**src/rtl/axi_sram_slave_pkg.sv**
```systemverilog
// Shared AXI3 encodings, channel widths and FSM states for axi_sram_slave.
package axi_sram_slave_pkg;
  localparam int LID_W    = 4;
  localparam int LADDR_W  = 32;
  localparam int LLEN_W   = 4;
  localparam int LSIZE_W  = 3;
  localparam int LBURST_W = 2;
  localparam int LRESP_W  = 2;
  localparam int LDATA_W  = 32;
  localparam int LSTRB_W  = 4;

  localparam logic [LBURST_W-1:0] BURST_FIXED = 2'b00;
  localparam logic [LBURST_W-1:0] BURST_INCR  = 2'b01;
  localparam logic [LBURST_W-1:0] BURST_WRAP  = 2'b10;
  localparam logic [LRESP_W-1:0]  RESP_OKAY   = 2'b00;

  typedef enum logic [1:0] {
    ST_IDLE  = 2'd0,
    ST_RD    = 2'd1,
    ST_WR    = 2'd2,
    ST_WRESP = 2'd3
  } state_t;

  // Only power-of-two beat counts form a legal wrap window.
  function automatic logic wrap_len_ok(input logic [LLEN_W-1:0] len);
    return (len == 4'd1) || (len == 4'd3) || (len == 4'd7) || (len == 4'd15);
  endfunction
endpackage

```
**src/rtl/axi_sram_rd_buf.sv**
```systemverilog
// Two-entry {data, last} FIFO that absorbs SRAM read returns while rready is low.
module axi_sram_rd_buf
  import axi_sram_slave_pkg::*;
(
  input  logic               clk,
  input  logic               reset,
  input  logic               push,
  input  logic               pop,
  input  logic [LDATA_W-1:0] wdata,
  input  logic               wlast,
  output logic [LDATA_W-1:0] rdata,
  output logic               rlast,
  output logic [1:0]         count,
  output logic               full,
  output logic               empty
);
  logic [LDATA_W:0] mem [2];
  logic             wr_ptr;
  logic             rd_ptr;

  always_ff @(posedge clk or posedge reset) begin
    if (reset) begin
      wr_ptr <= 1'b0;
      rd_ptr <= 1'b0;
      count  <= 2'd0;
    end else begin
      if (push) wr_ptr <= ~wr_ptr;
      if (pop)  rd_ptr <= ~rd_ptr;
      count <= count + {1'b0, push} - {1'b0, pop};
    end
  end

  always_ff @(posedge clk) begin
    if (push) mem[wr_ptr] <= {wdata, wlast};
  end

  assign {rdata, rlast} = mem[rd_ptr];
  assign full  = (count == 2'd2);
  assign empty = (count == 2'd0);
endmodule

```
**src/rtl/axi_sram_slave.sv**
```systemverilog
// AXI3 slave serving one transaction at a time from a 1-cycle synchronous SRAM.
// Optional WRAP burst support: define AXI_SRAM_SLAVE_WRAP_EN.
module axi_sram_slave
  import axi_sram_slave_pkg::*;
#(
  parameter int ADDR_W = 16
) (
  input  logic                clk,
  input  logic                reset,
  input  logic [LID_W-1:0]    arid,
  input  logic [LADDR_W-1:0]  araddr,
  input  logic [LLEN_W-1:0]   arlen,
  input  logic [LSIZE_W-1:0]  arsize,
  input  logic [LBURST_W-1:0] arburst,
  input  logic [1:0]          arlock,
  input  logic [3:0]          arcache,
  input  logic [2:0]          arprot,
  input  logic                arvalid,
  output logic                arready,
  output logic [LID_W-1:0]    rid,
  output logic [LDATA_W-1:0]  rdata,
  output logic [LRESP_W-1:0]  rresp,
  output logic                rlast,
  output logic                rvalid,
  input  logic                rready,
  input  logic [LID_W-1:0]    awid,
  input  logic [LADDR_W-1:0]  awaddr,
  input  logic [LLEN_W-1:0]   awlen,
  input  logic [LSIZE_W-1:0]  awsize,
  input  logic [LBURST_W-1:0] awburst,
  input  logic [1:0]          awlock,
  input  logic [3:0]          awcache,
  input  logic [2:0]          awprot,
  input  logic                awvalid,
  output logic                awready,
  input  logic [LID_W-1:0]    wid,
  input  logic [LDATA_W-1:0]  wdata,
  input  logic [LSTRB_W-1:0]  wstrb,
  input  logic                wlast,
  input  logic                wvalid,
  output logic                wready,
  output logic [LID_W-1:0]    bid,
  output logic [LRESP_W-1:0]  bresp,
  output logic                bvalid,
  input  logic                bready,
  output logic                ram_en,
  output logic [LSTRB_W-1:0]  ram_we,
  output logic [ADDR_W-1:0]   ram_addr,
  output logic [LDATA_W-1:0]  ram_wdata,
  input  logic [LDATA_W-1:0]  ram_rdata
);
  state_t               state;
  logic                 last_grant_rd;
  logic [LID_W-1:0]     id_q;
  logic [LLEN_W-1:0]    beats_left;
  logic                 rd_done;
  logic [LADDR_W-1:0]   addr_q;
  logic [LADDR_W-1:0]   addr_nxt;
  logic [LSIZE_W-1:0]   size_q;
  logic [LBURST_W-1:0]  burst_q;
  logic                 vld_p1;
  logic                 last_p1;
  logic                 choose_wr, ar_hs, aw_hs, w_hs, r_pop, rd_issue;
  logic                 buf_push, buf_pop, buf_full, buf_empty, buf_last;
  logic [1:0]           buf_count;
  logic [LDATA_W-1:0]   buf_data;
  logic                 unused_ok;

  assign unused_ok = ^{arlock, arcache, arprot, awlock, awcache, awprot, wid, buf_full};

  // Ties go to whichever channel was not granted last.
  assign choose_wr = awvalid && (!arvalid || last_grant_rd);
  assign arready   = (state == ST_IDLE) && !reset && !choose_wr;
  assign awready   = (state == ST_IDLE) && !reset && choose_wr;
  assign ar_hs     = arvalid && arready;
  assign aw_hs     = awvalid && awready;
  assign wready    = (state == ST_WR);
  assign w_hs      = wvalid && wready;

  // A word leaving the SRAM this cycle bypasses the buffer when it is empty.
  assign rvalid   = !buf_empty || vld_p1;
  assign rdata    = buf_empty ? ram_rdata : buf_data;
  assign rlast    = buf_empty ? (vld_p1 && last_p1) : buf_last;
  assign r_pop    = rvalid && rready;
  assign buf_push = vld_p1 && !(buf_empty && rready);
  assign buf_pop  = rready && !buf_empty;
  assign rd_issue = (state == ST_RD) && !rd_done &&
                    (({1'b0, buf_count} + {2'b0, vld_p1}) < (3'd2 + {2'b0, r_pop}));

  assign ram_en    = rd_issue || w_hs;
  assign ram_we    = w_hs ? wstrb : '0;
  assign ram_addr  = addr_q[ADDR_W+1:2];
  assign ram_wdata = wdata;
  assign rid       = id_q;
  assign bid       = id_q;
  assign rresp     = RESP_OKAY;
  assign bresp     = RESP_OKAY;
  assign bvalid    = (state == ST_WRESP);

`ifdef AXI_SRAM_SLAVE_WRAP_EN
  logic [LLEN_W-1:0]  len_q;
  logic [LADDR_W-1:0] wrap_mask;
  assign wrap_mask = (({28'd0, len_q} + 32'd1) << size_q) - 32'd1;
`endif

  always_comb begin
    addr_nxt = addr_q + (32'd1 << size_q);
    if (burst_q == BURST_FIXED) addr_nxt = addr_q;
`ifdef AXI_SRAM_SLAVE_WRAP_EN
    else if (burst_q == BURST_WRAP && wrap_len_ok(len_q))
      addr_nxt = (addr_q & ~wrap_mask) | (addr_nxt & wrap_mask);
`endif
  end

  axi_sram_rd_buf u_rd_buf (
    .clk   (clk),
    .reset (reset),
    .push  (buf_push),
    .pop   (buf_pop),
    .wdata (ram_rdata),
    .wlast (last_p1),
    .rdata (buf_data),
    .rlast (buf_last),
    .count (buf_count),
    .full  (buf_full),
    .empty (buf_empty)
  );

  always_ff @(posedge clk or posedge reset) begin
    if (reset) begin
      state         <= ST_IDLE;
      last_grant_rd <= 1'b0;
      id_q          <= '0;
      beats_left    <= '0;
      rd_done       <= 1'b0;
      vld_p1        <= 1'b0;
    end else begin
      vld_p1 <= rd_issue;
      case (state)
        ST_IDLE: begin
          if (ar_hs) begin
            state         <= ST_RD;
            last_grant_rd <= 1'b1;
            id_q          <= arid;
            beats_left    <= arlen;
            rd_done       <= 1'b0;
          end else if (aw_hs) begin
            state         <= ST_WR;
            last_grant_rd <= 1'b0;
            id_q          <= awid;
            beats_left    <= awlen;
          end
        end
        ST_RD: begin
          if (rd_issue) begin
            if (beats_left == '0) rd_done <= 1'b1;
            else                  beats_left <= beats_left - 1'b1;
          end
          if (r_pop && rlast) state <= ST_IDLE;
        end
        ST_WR: begin
          if (w_hs) begin
            if (wlast || beats_left == '0) state <= ST_WRESP;
            else                           beats_left <= beats_left - 1'b1;
          end
        end
        ST_WRESP: begin
          if (bready) state <= ST_IDLE;
        end
        default: state <= ST_IDLE;
      endcase
    end
  end

  // ---- stage p0 -> p1: SRAM access issued, last-beat tag follows the word ----
  always_ff @(posedge clk) begin
    last_p1 <= (beats_left == '0);
    if (ar_hs) begin
      addr_q  <= araddr;
      size_q  <= arsize;
      burst_q <= arburst;
`ifdef AXI_SRAM_SLAVE_WRAP_EN
      len_q   <= arlen;
`endif
    end else if (aw_hs) begin
      addr_q  <= awaddr;
      size_q  <= awsize;
      burst_q <= awburst;
`ifdef AXI_SRAM_SLAVE_WRAP_EN
      len_q   <= awlen;
`endif
    end else if (rd_issue || w_hs) begin
      addr_q <= addr_nxt;
    end
  end
endmodule
```
**config.mk**
```make
export PLATFORM = sky130hd
export DESIGN_NAME = axi_sram_slave
export DESIGN_NICKNAME = d
export VERILOG_FILES = /design/src/rtl/axi_sram_slave_pkg.sv /design/src/rtl/axi_sram_rd_buf.sv /design/src/rtl/axi_sram_slave.sv
export SDC_FILE = /design/constraint.sdc
export NUM_CORES = 1
export LEC_CHECK = 0
export BUFFER_PORTS_ARGS = -buffer_cell sky130_fd_sc_hd__buf_2
export CAP_MARGIN = 40
export CORE_MARGIN = 2
export CORE_UTILIZATION = 40
export CTS_BUF_LIST = sky130_fd_sc_hd__clkbuf_16
export DETAILED_ROUTE_END_ITERATION = 7
export PLACE_DENSITY = 0.8
export SYNTH_ARGS = -nofsm -noshare
export SYNTH_HDL_FRONTEND = slang
export SYNTH_SLANG_ARGS = --single-unit
```
**constraint.sdc**
```tcl
create_clock -name clk -period 3.5 [get_ports clk]
set_clock_uncertainty 0.15 [all_clocks]
set_input_delay 0.7 -clock clk [delete_from_list [all_inputs] [get_ports clk]]
set_output_delay 0.7 -clock clk [all_outputs]
set_load 0.03 [all_outputs]
```
Word level (Yosys, flattened, before mapping)
Memory sizes are Yosys's and may differ from the RTL's.
Index checks and enable logic that the tools add are counted.
{"block": "op_classes", "n_reduce_logical": 38, "n_mux": 35, "n_eq_ne": 14, "n_bitwise": 2, "magnitude_cmp": 1, "add_sub_neg": 6, "shifts": 1}
{"cell": "$mux 32", "n": 5}
{"cell": "$mux 4", "n": 9}
{"cell": "$add 32x32->32", "n": 1}
{"cell": "$shl 1x3->32 const A", "n": 1}
{"cell": "$mux 2", "n": 8}
{"cell": "$logic_and 1x1->1", "n": 15}
{"cell": "$pmux 4 s3", "n": 1}
{"cell": "$ne 2x1->1 const B", "n": 5}
{"cell": "$mux 1", "n": 8}
{"cell": "$ne 2x2->1 const B", "n": 4}
{"cell": "$pmux 2 s4", "n": 1}
{"cell": "$logic_not 1->1", "n": 6}
{"cell": "$logic_not 2->1", "n": 3}
{"cell": "$mux 3", "n": 2}
{"cell": "$ne 3x3->1 const B", "n": 2}
{"cell": "$reduce_and 6->1", "n": 1}
{"cell": "$reduce_bool 3->1", "n": 2}
{"cell": "$reduce_and 5->1", "n": 1}
{"cell": "$eq 2x2->1 const B", "n": 2}
{"cell": "$logic_not 4->1", "n": 1}
{"cell": "$logic_or 1x1->1", "n": 4}
{"cell": "$reduce_and 2->1", "n": 2}
{"cell": "$reduce_and 4->1", "n": 1}
{"cell": "$reduce_bool 2->1", "n": 2}
{"cell": "other kinds (9)", "n": 10}
{"block": "word_totals", "out_inout_bits": 103, "memories": 1, "elab_cells": 111, "inputBits": 188, "ram_bits": 66, "regBits": 55}
{"memory": "u_rd_buf.mem", "words": 2, "width": 33, "rd": 1, "rd_clocked_by_memory_dff": 0, "write_ports": 1, "line_no": "axi_sram_rd_buf.sv:17", "rtl": "logic [LDATA_W:0] mem [2];"}

Logic depth before layout (Yosys ltp)
Gate-level depths: netlist of the first run.
{"block": "logic_depth", "ltp_word": 11, "ltp_mapped": 11}

By module
From an unflattened synthesis of the first run, not the netlist that was laid out.
{"block": "hier_totals", "cells_unflattened": 524, "hier_area_um2": 6223.5}
{"mod": "axi_sram_slave", "seq_area_each_um2": 1036.0, "cells_each": 405, "n_inst": 1, "area_each_um2": 3489.6}
{"mod": "axi_sram_rd_buf", "seq_area_each_um2": 2082.0, "cells_each": 119, "n_inst": 1, "area_each_um2": 2733.9}

Worst setup path after synthesis of the first run
No wires, ideal clock.
{"block": "synth_timing", "path_type": "input -> register", "start": "input rready", "end": "memory u_rd_buf.mem[0][0] (netlist bit), enable pin", "arrival_time_ns": 2.581, "cell_stages": 2, "t_required_ns": 2.923, "path_slack_ns": 0.342, "path_cell_list": "a21boi_0 nor2b_1"}
{"block": "synth_via", "elab_chain_len": 5}
{"item": "start, declared", "line_no": "axi_sram_slave.sv:25", "rtl": "input logic rready,"}
{"item": "$logic_and 1x1->1", "line_no": "axi_sram_slave.sv:85", "rtl": "assign buf_push = vld_p1 && !(buf_empty && rready);"}
{"item": "$logic_not 1->1", "line_no": "axi_sram_slave.sv:85"}
{"item": "$logic_and 1x1->1", "line_no": "axi_sram_slave.sv:85"}
{"item": "$mux 1", "line_no": "axi_sram_rd_buf.sv:34", "rtl": "if (push) mem[wr_ptr] <= {wdata, wlast};"}
{"item": "$mux 1 (implied by the code)", "line_no": "axi_sram_rd_buf.sv:34"}
{"item": "end, declared", "line_no": "axi_sram_rd_buf.sv:17"}
No other way between the ends.

Worst setup path in the final report of the first run
{"block": "layout_timing", "start": "register state[0]", "end": "output awready"}
{"block": "layout_via", "elab_chain_len": 3}
{"item": "start, declared", "line_no": "axi_sram_slave.sv:52", "rtl": "state_t state;"}
{"item": "start signal, assigned", "line_no": "axi_sram_slave.sv:131", "rtl": "state <= ST_IDLE;"}
{"item": "start signal, assigned", "line_no": "axi_sram_slave.sv:142", "rtl": "state <= ST_RD;"}
{"item": "start signal, assigned", "line_no": "axi_sram_slave.sv:148", "rtl": "state <= ST_WR;"}
{"item": "$logic_not 2->1", "line_no": "axi_sram_slave.sv:74", "rtl": "assign awready = (state == ST_IDLE) && !reset && choose_wr;"}
{"item": "$logic_and 1x1->1 (2 in series)", "line_no": "axi_sram_slave.sv:74"}
{"item": "end, declared", "line_no": "axi_sram_slave.sv:35", "rtl": "output logic awready,"}
No other way between the ends.

==> impl_metrics.csv, run 1 <==
group,metric,value,unit
cts,cts_root_buf,"clkbuf_16",
finish,diodes,0,
setup_path,cp.required,2.65,ns
timing,finalHoldViolCount,0,
outcome,status,"finished, final reports clean",
route,post_drt_wl_per_cell,14.6,um
route,ant_nets,0,
timing,slew_headroom,54.1,%
global_route,use_met1,21.1,%
logic_synthesis,ys.warnings.count,0,
placed_design,dp_hpwl,9620,um
global_route,grt-ovfl-total,0,
finish,drive_above_1_share,31.2,%
logic_synthesis,yosysSeqAreaShare,52.7,%
cts,clk_latency,0.35,ns
floorplanning,dieArea,0.0158,mm^2
timing,slew_viol_final,0,
floorplanning,fp.coreArea,0.0145,mm^2
logic_synthesis,synth_area,0.00591,mm^2
cts,cts.htree.levels,3,
floorplanning,die_w,126,um
setup_path,critPathMaxFanout,17,
timing,tightest_slew,0.686,ns
floorplanning,num_rows,44,
timing,post-route-period-util,85.6,%
placed_design,gp_congestion,0.827,
setup_path,cp.arrival,2.15,ns
floorplanning,die_h,126,um
logic_synthesis,yosys_most_used_dff,"edfxtp_1",
global_route,use_met2,27.2,%
route,vias,4366,
logic_synthesis,synth_edf_count,89,
logic_synthesis,ys_types,57,
job,maxCapViolations,0,
cts,cts_resized,0,
floorplanning,start_util,40.8,%
cts,clk_pin_slew,0.07,ns
global_route,gr-max-usage-layer,"met2",
timing,max_freq,334,MHz
power_and_ir_drop,ir_worst_vdd,0.538,mV
timing,finalCriticalPeriod,3.00,ns
logic_synthesis,yosys_register_bits,107,
cts,post_cts_buffers,0,
finish,utilization,47.7,%
timing,tns,0,ns
global_route,grt_max_degree,37,
route,initialDrtViolationCount,274,
finish,finalNetCount,884,
cts,cts_hold_buffers,0,
global_route,track_usage,16.5,%
cts,cts_tree,"done",
route,drtPass1Iterations,4,
setup_path,path_class,"reg2out",
setup_path,worstSetupStartpointType,"register",
timing,whs,0.178,ns
hold_path,hold_path.class,"in2async",
setup_path,crit_path_end_kind,"output port",
logic_synthesis,synthArstFlopShare,15.9,%
logic_synthesis,syn_avg_cell_area,10.6,um^2
placed_design,portBuffers,172,
route,drc,0,
global_route,grt_pass1_vias,4207,
finish,area_growth_syn_to_layout,16.8,%
timing,rsz0062_at_grt,"no",
global_route,antenna_found_initial,0,
power_and_ir_drop,powerDensity,900,mW/mm^2
route,vias_per_cell,5.04,
finish,final_common_cell,"buf_2",
cts,clock_sinks,107,
global_route,grtUsageMet3,4.88,%
cts,cts_buffer_depth,2,
floorplanning,io_pins,291,
finish,final_cell_mix,"buf_2 (172), edfxtp_1 (89), nand2_1 (82)",
route,drt-total-wl,12700,um
power_and_ir_drop,p_leak,3.00,nW
timing,setup_viol,0,
global_route,grt_pass1_wl,20500,um
logic_synthesis,synth_cells,560,
cts,numCtsBuffers,9,
## stage by stage
stage / setup slack (ns) / power, mW / std cells / cell area, um^2
after floorplan: 0.342 / 4.59 / 563 / 5930
after global placement: 0.659 / 5.20 / 850 / 6590
after detailed placement: 0.584 / 5.28 / 851 / 6620
after CTS: 0.482 / 6.29 / 867 / 6910
after global routing: 0.295 / 6.67 / 867 / 6910
final: 0.502 / 6.22 / 867 / 6910
## worst paths after layout
kind                                            from                      endpoint  slack (ns)  cells after the start
worst max-delay path            state[0]$_DFFE_PP0P_                       awready        0.50                      7
worst min-delay path                           reset     beats_left[3]$_DFFE_PP0P_        0.18                      2
worst max register to register   size_q[0]$_DFFE_PN_          addr_q[16]$_DFFE_PP_        0.58                     10
worst min register to register       last_p1$_DFF_P_  u_rd_buf.mem[1][0]$_DFFE_PP_        0.30                      0
max in group asynchronous                      reset   u_rd_buf.rd_ptr$_DFFE_PP0P_        2.64                      3
min in group clk                     last_p1$_DFF_P_  u_rd_buf.mem[1][0]$_DFFE_PP_        0.30                      0
## cell families (layout without fill, tap and decap cells)
group           Yosys count  in the layout  share of synthesized area [%]
compound gates          118            118                           11.8
flops                   107            107                           52.7
fa+ha+maj                18             18                           3.93
xor+xnor                 13             13                           1.93
mux                      35             35                           5.97
other cells               1              4                         0.0634
buf+inv                  96            216                           9.92
simple gates            172            172                           13.6
## cell usage after synthesis, types with 2 or more instances
master	number	area share, %
a21o_1	4	0.51
nand3_1	15	1.3
dfrtp_1	17	7.2
nor3_1	5	0.42
edfxtp_1	89	45
a21boi_0	2	0.25
clkbuf_1	15	0.95
nand2b_1	6	0.63
inv_2	2	0.13
a21oi_1	22	1.9
and3_1	8	0.85
xor2_1	6	0.89
nor3b_1	4	0.51
a22oi_1	8	1.0
a221oi_1	2	0.30
nand4_1	2	0.21
buf_4	56	7.1
a31oi_1	8	0.85
inv_1	14	0.89
mux2_2	2	0.38
ha_1	17	3.6
buf_1	6	0.38
nor2b_1	4	0.42
nand2_1	82	5.2
o21ai_0	51	4.3
or4_1	2	0.25
buf_6	2	0.38
mux2i_1	33	5.6
o21ai_1	4	0.34
nor2_1	35	2.2
o21a_1	3	0.38
xnor2_1	7	1.0
o211ai_1	3	0.38
## layer usage
| layer | vias up | part of all wire (%) |
|---|---|---|
| met5 | - | 0 |
| met4 | 0 | 1.4 |
| met3 | 14 | 7.0 |
| met2 | 158 | 48 |
| met1 | 2012 | 44 |
| li1 | 2182 | - |
## worst max-delay path, cell delays in order, from the launching register on
cell     delay (ns)
dfrtp_1        0.41
inv_1          0.09
ha_1           0.23
nor2b_4        0.20
nand3_1        0.08
buf_4          0.21
inv_2          0.30
buf_2          0.27
## report_power, final
| group | switching [mW] | internal (mW) | leakage (nW) | total [mW] |
|---|---|---|---|---|
| Clock | 0.441 | 0.553 | 0.152 | 0.994 |
| Combinational | 2.10 | 1.07 | 1.83 | 3.17 |
| Sequential | 0.246 | 1.81 | 1.02 | 2.05 |
## cell type report
class	instances	area, um^2
fill	1340	7570
sequential	107	3120
multi-input combinational	360	2240
timing repair buffer	184	971
tap	184	230
clock buffer	9	225
clock inverter	7	68.8
inverter	16	60.1
## state kept, by name, indices dropped and copies added, names as in the netlist
name and flops:
burst_q 2, u_rd_buf.wr_ptr 1, rd_done 1, bid 4, u_rd_buf.rd_ptr 1, u_rd_buf.count 2, vld_p1 1, state 2
beats_left 4, last_p1 1, size_q 3, u_rd_buf.mem 66, addr_q 18, last_grant_rd 1
Power figures use the tool's default switching activity.
==> run 2: changes to the inputs <==
--- a/config.mk
+++ b/config.mk
@@ -7,11 +7,14 @@
 export LEC_CHECK = 0
 export BUFFER_PORTS_ARGS = -buffer_cell sky130_fd_sc_hd__buf_2
 export CAP_MARGIN = 40
+export CELL_PAD_IN_SITES_DETAIL_PLACEMENT = 1
+export CELL_PAD_IN_SITES_GLOBAL_PLACEMENT = 1
 export CORE_MARGIN = 2
-export CORE_UTILIZATION = 40
+export CORE_UTILIZATION = 34
 export CTS_BUF_LIST = sky130_fd_sc_hd__clkbuf_16
 export DETAILED_ROUTE_END_ITERATION = 7
-export PLACE_DENSITY = 0.8
+export MAX_ROUTING_LAYER = met4
+export PLACE_DENSITY_LB_ADDON = 0.05
 export SYNTH_ARGS = -nofsm -noshare
 export SYNTH_HDL_FRONTEND = slang
 export SYNTH_SLANG_ARGS = --single-unit
==> impl_metrics.csv, run 2 (synthesis results as in run 1) <==
group,metric,value,unit
global_route,grt_pass1_vias,4761,
timing,slew_headroom,53.1,%
finish,utilization,40.4,%
floorplanning,fp.coreArea,0.0172,mm^2
placed_design,post-place-ws,0.492,ns
setup_path,crit_path_end_kind,"register",
cts,cts_tree,"done",
power_and_ir_drop,ir_worst_vdd,0.318,mV
setup_path,crit_family,"simple AND/OR/NAND/NOR gates",
route,drt-total-wl,15300,um
finish,drive_above_1_share,31.1,%
cts,cts.htree.levels,3,
global_route,grt_max_degree,67,
cts,post_cts_buffers,0,
finish,final_common_cell,"buf_2",
power_and_ir_drop,p_seq_share,32.7,%
cts,cts_hold_buffers,0,
cts,clock_sinks,107,
cts,cts_buffer_depth,2,
finish,top_regs,"u_rd_buf.mem (66), addr_q (18)",
timing,fin_ws,0.504,ns
finish,area_growth_syn_to_layout,17.2,%
power_and_ir_drop,p_sw,2.94,mW
route,drtPass1Iterations,4,
route,drc,0,
timing,slew_viol_final,0,
setup_path,cp.required,3.45,ns
finish,fill_cells,1968,
finish,diodes,0,
timing,post-route-period-util,85.6,%
setup_path,critPathSlowestCell,"edfxtp_1",
floorplanning,die_w,136,um
setup_path,cp_cell_sequence,"nor3_1 -> ha_1 -> inv_1 -> fa_1 -> nor2b_1 -> o31a_1 -> o21ai_1 -> nor3b_1 -> xnor2_1 -> o21ai_0",
floorplanning,die_h,136,um
timing,setup_viol,0,
placed_design,portBuffers,172,
setup_path,path_class,"reg2reg",
timing,tightest_slew,0.703,ns
global_route,grt-ovfl-total,0,
placed_design,placed_area,0.00663,mm^2
power_and_ir_drop,p_leak,2.97,nW
power_and_ir_drop,power_frac_comb,51.2,%
setup_path,critPathMaxFanout,8,
route,initialDrtViolationCount,222,
floorplanning,num_rows,48,
timing,whs,0.327,ns
route,post_drt_wl_per_cell,16.9,um
floorplanning,start_util,34.4,%
floorplanning,dieArea,0.0185,mm^2
setup_path,worst-path-buf-inv,1,
timing,rsz0062_at_grt,"no",
placed_design,dp_hpwl,11100,um
global_route,antenna_found_initial,0,
power_and_ir_drop,p_clk_share,16.1,%
outcome,status,"finished, final reports clean",
finish,final_cell_mix,"buf_2 (172), edfxtp_1 (89), nand2_1 (82)",
floorplanning,io_pins,291,
power_and_ir_drop,internal_power,3.38,mW
placed_design,gp_congestion,0.750,
setup_path,slowest_delay,0.49,ns
finish,regArea,0.00312,mm^2
job,maxCapViolations,0,
finish,largest_register,"u_rd_buf.mem",
global_route,grt_pass1_wl,23700,um
finish,multiInputGateArea,0.00224,mm^2
cts,numCtsBuffers,9,
timing,max_freq,334,MHz
setup_path,cp.arrival,2.95,ns
finish,largest_reg_flops,66,
global_route,track_usage,17.1,%
finish,finalNetCount,880,
cts,clk_pin_slew,0.08,ns
timing,finalHoldViolCount,0,
timing,tns,0,ns
cts,clk_latency,0.35,ns
cts,cts_resized,0,
route,ant_nets,0,
route,vias,4495,
setup_path,worstSetupStartpointType,"register",
hold_path,hold_path.class,"reg2reg",
timing,finalCriticalPeriod,3.00,ns
route,vias_per_cell,4.97,
cts,cts_root_buf,"clkbuf_16",
power_and_ir_drop,switching_share,46.5,%
finish,design_area,0.00693,mm^2
power_and_ir_drop,powerDensity,911,mW/mm^2
-- run 2: cell count changes in the layout (fill, tap and decap cells not counted), moves of 2 or more --
cell	previous run	this run
buf_4	11	7
clkinv_4	2	0
clkinv_8	0	2
clkinvlp_4	0	2
inv_1	16	14
inv_8	0	2
-- run 2: layer usage --
layer	wire, um	GRT usage [%]	part of all wire (%)	vias to the layer above
met2	7420	28.7	49	143
li1	-	-	-	2168
met4	231	6.02	1.5	0
met1	6780	21.0	44	2162
met5	0	-	0	-
met3	816	2.87	5.4	22
-- run 2: cell type report --
class                      instances  share of cell area [%]
clock buffer                       9                    3.25
tap                              225                    4.06
multi-input combinational        360                    32.2
timing repair buffer             180                    13.5
clock inverter                     7                    1.14
sequential                       107                    45.0
inverter                          16                   0.866
-- run 2: path summary, 6_finish.rpt --
check                           slack, ns           startpoint                           end  cells after the start
worst max-delay path                 0.50  size_q[1]$_DFFE_PN_          addr_q[16]$_DFFE_PP_                     10
worst min-delay path                 0.33      last_p1$_DFF_P_  u_rd_buf.mem[0][0]$_DFFE_PP_                      0
worst max register to register       0.50  size_q[1]$_DFFE_PN_          addr_q[16]$_DFFE_PP_                     10
worst min register to register       0.33      last_p1$_DFF_P_  u_rd_buf.mem[0][0]$_DFFE_PP_                      0
max in group asynchronous            2.37                reset   u_rd_buf.rd_ptr$_DFFE_PP0P_                      2
min in group asynchronous            0.34                reset            bid[0]$_DFFE_PP0P_                      2
-- run 2: power by group through the flow --
stage	sequential [mW]	clock (mW)	combinational (mW)
6_report	2.06	1.02	3.23
5_1_grt	2.11	1.10	3.56
4_1_cts	2.07	1.06	3.29
3_5_place_dp	2.10	0	3.28
3_3_place_gp	2.08	0	3.20
2_1_floorplan	2.04	0	2.55
-- run 2: per-stage QoR --
step	power [mW]	cells
after floorplan	4.59	563
after global placement	5.28	888
after detailed placement	5.38	888
after CTS	6.42	904
after global routing	6.77	904
final	6.32	904
==> run 3: changes to the inputs <==
--- a/config.mk
+++ b/config.mk
@@ -9,6 +9,7 @@
 export CAP_MARGIN = 40
 export CELL_PAD_IN_SITES_DETAIL_PLACEMENT = 1
 export CELL_PAD_IN_SITES_GLOBAL_PLACEMENT = 1
+export CORE_ASPECT_RATIO = 0.6
 export CORE_MARGIN = 2
 export CORE_UTILIZATION = 34
 export CTS_BUF_LIST = sky130_fd_sc_hd__clkbuf_16
==> impl_metrics.csv, run 3 (synthesis results as in run 1) <==
group,metric,value,unit
power_and_ir_drop,switching_share,46.8,%
global_route,grt_pass1_vias,4832,
route,post_drt_wl_per_cell,18.3,um
floorplanning,io_pins,291,
outcome,status,"finished, final reports clean",
setup_path,critPathMaxFanout,8,
power_and_ir_drop,ir_worst_vdd,0.442,mV
floorplanning,die_h,106,um
job,maxCapViolations,0,
power_and_ir_drop,internal_power,3.40,mW
cts,cts.htree.levels,3,
cts,cts_resized,0,
global_route,grt_pass1_wl,26700,um
floorplanning,die_w,174,um
finish,area_growth_syn_to_layout,17.5,%
setup_path,crit_path_end_kind,"register",
placed_design,dp_hpwl,12600,um
cts,post_cts_buffers,0,
route,initialDrtViolationCount,234,
cts,cts_buffer_depth,2,
power_and_ir_drop,p_sw,2.99,mW
power_and_ir_drop,powerDensity,919,mW/mm^2
setup_path,cp.arrival,3.00,ns
finish,final_common_cell,"buf_2",
cts,numCtsBuffers,9,
route,vias_per_cell,4.94,
route,drt-total-wl,16700,um
route,drtPass1Iterations,4,
floorplanning,fp.coreArea,0.0171,mm^2
timing,max_freq,327,MHz
setup_path,worstSetupStartpointType,"register",
finish,top_regs,"u_rd_buf.mem (66), addr_q (18)",
timing,post-route-period-util,87.5,%
setup_path,path_class,"reg2reg",
cts,clk_latency,0.34,ns
cts,clock_sinks,107,
route,vias,4512,
timing,rsz0062_at_grt,"no",
cts,cts_tree,"done",
floorplanning,start_util,34.6,%
route,ant_nets,0,
placed_design,portBuffers,172,
finish,utilization,40.7,%
hold_path,hold_path.class,"reg2reg",
global_route,track_usage,19.0,%
timing,tns,0,ns
finish,finalNetCount,881,
route,drc,0,
timing,slew_viol_final,0,
global_route,grt_max_degree,50,
timing,finalHoldViolCount,0,
cts,cts_hold_buffers,0,
power_and_ir_drop,power_frac_comb,51.3,%
finish,largest_register,"u_rd_buf.mem",
power_and_ir_drop,p_leak,2.98,nW
cts,cts_root_buf,"clkbuf_16",
setup_path,cp.required,3.44,ns
floorplanning,dieArea,0.0185,mm^2
timing,whs,0.344,ns
timing,tightest_slew,0.760,ns
floorplanning,num_rows,37,
finish,largest_reg_flops,66,
finish,fill_cells,1964,
timing,finalCriticalPeriod,3.06,ns
placed_design,gp_congestion,0.782,
power_and_ir_drop,p_clk_share,15.5,%
finish,drive_above_1_share,31.0,%
power_and_ir_drop,p_seq_share,33.2,%
global_route,grt-ovfl-total,0,
finish,diodes,0,
cts,clk_pin_slew,0.08,ns
global_route,antenna_found_initial,0,
finish,final_cell_mix,"buf_2 (172), edfxtp_1 (89), nand2_1 (82)",
timing,setup_viol,0,
timing,slew_headroom,49.2,%
run 3: cell types whose count changed in the layout (fill, tap and decap cells not counted):
cell,change
buf_12,+1
clkinv_8,-2
clkinvlp_4,-2
clkinv_4,+4
inv_1,+1
inv_6,-1
run 3: metal layers:
layer	vias up	global-route usage, %	share of wire [%]
met2	139	27.5	42
li1	2172	-	-
met5	-	-	0
met1	2166	27.0	50
met4	0	4.74	2.2
met3	35	4.08	5.5
run 3: metrics by stage:
step	setup slack [ns]	area (um^2)	cells	total power, mW
after detailed placement	0.413	6660	898	5.45
after global routing	0.265	6950	914	6.84
after floorplan	0.342	5930	563	4.59
after CTS	0.408	6950	914	6.47
after global placement	0.496	6660	898	5.35
final	0.439	6950	914	6.38
run 3: final timing paths:
kind	cells past startpoint	endpoint	slack [ns]	startpoint
setup / recovery	10	addr_q[16]$_DFFE_PP_	0.44	size_q[1]$_DFFE_PN_
hold / removal	0	u_rd_buf.mem[1][0]$_DFFE_PP_	0.34	last_p1$_DFF_P_
setup reg to reg	10	addr_q[16]$_DFFE_PP_	0.44	size_q[1]$_DFFE_PN_
hold reg to reg	0	u_rd_buf.mem[1][0]$_DFFE_PP_	0.34	last_p1$_DFF_P_
max in group asynchronous	2	u_rd_buf.rd_ptr$_DFFE_PP0P_	2.29	reset
min in group asynchronous	2	bid[3]$_DFFE_PP0P_	0.38	reset
run 3: final cells by class:
class                   instances  area (um^2)  area share (%)
multi-input cells             360         2240            32.2
clock inverters                 7         61.3           0.882
repair buffers                181          953            13.7
well taps                     234          293            4.21
inverters                      16         60.1           0.864
flip-flops and latches        107         3120            44.9
clock buffers                   9          225            3.24
run 3: power groups by stage:
stage | sequential (mW) | clock (mW) | combinational (mW)
finish | 2.12 | 0.988 | 3.28
global route | 2.17 | 1.07 | 3.60
CTS | 2.12 | 1.03 | 3.32
detailed placement | 2.14 | 0 | 3.30
global placement | 2.13 | 0 | 3.23
floorplan | 2.04 | 0 | 2.55
run 3: worst max-delay path: stages (launching register included):
cell and delay [ns]:
edfxtp_1 0.51, nor3_1 0.25, ha_1 0.20, inv_1 0.05
fa_1 0.38, nor2b_1 0.26, o31a_1 0.26, o21ai_1 0.22
nor3b_1 0.29, xnor2_1 0.14, o21ai_0 0.09
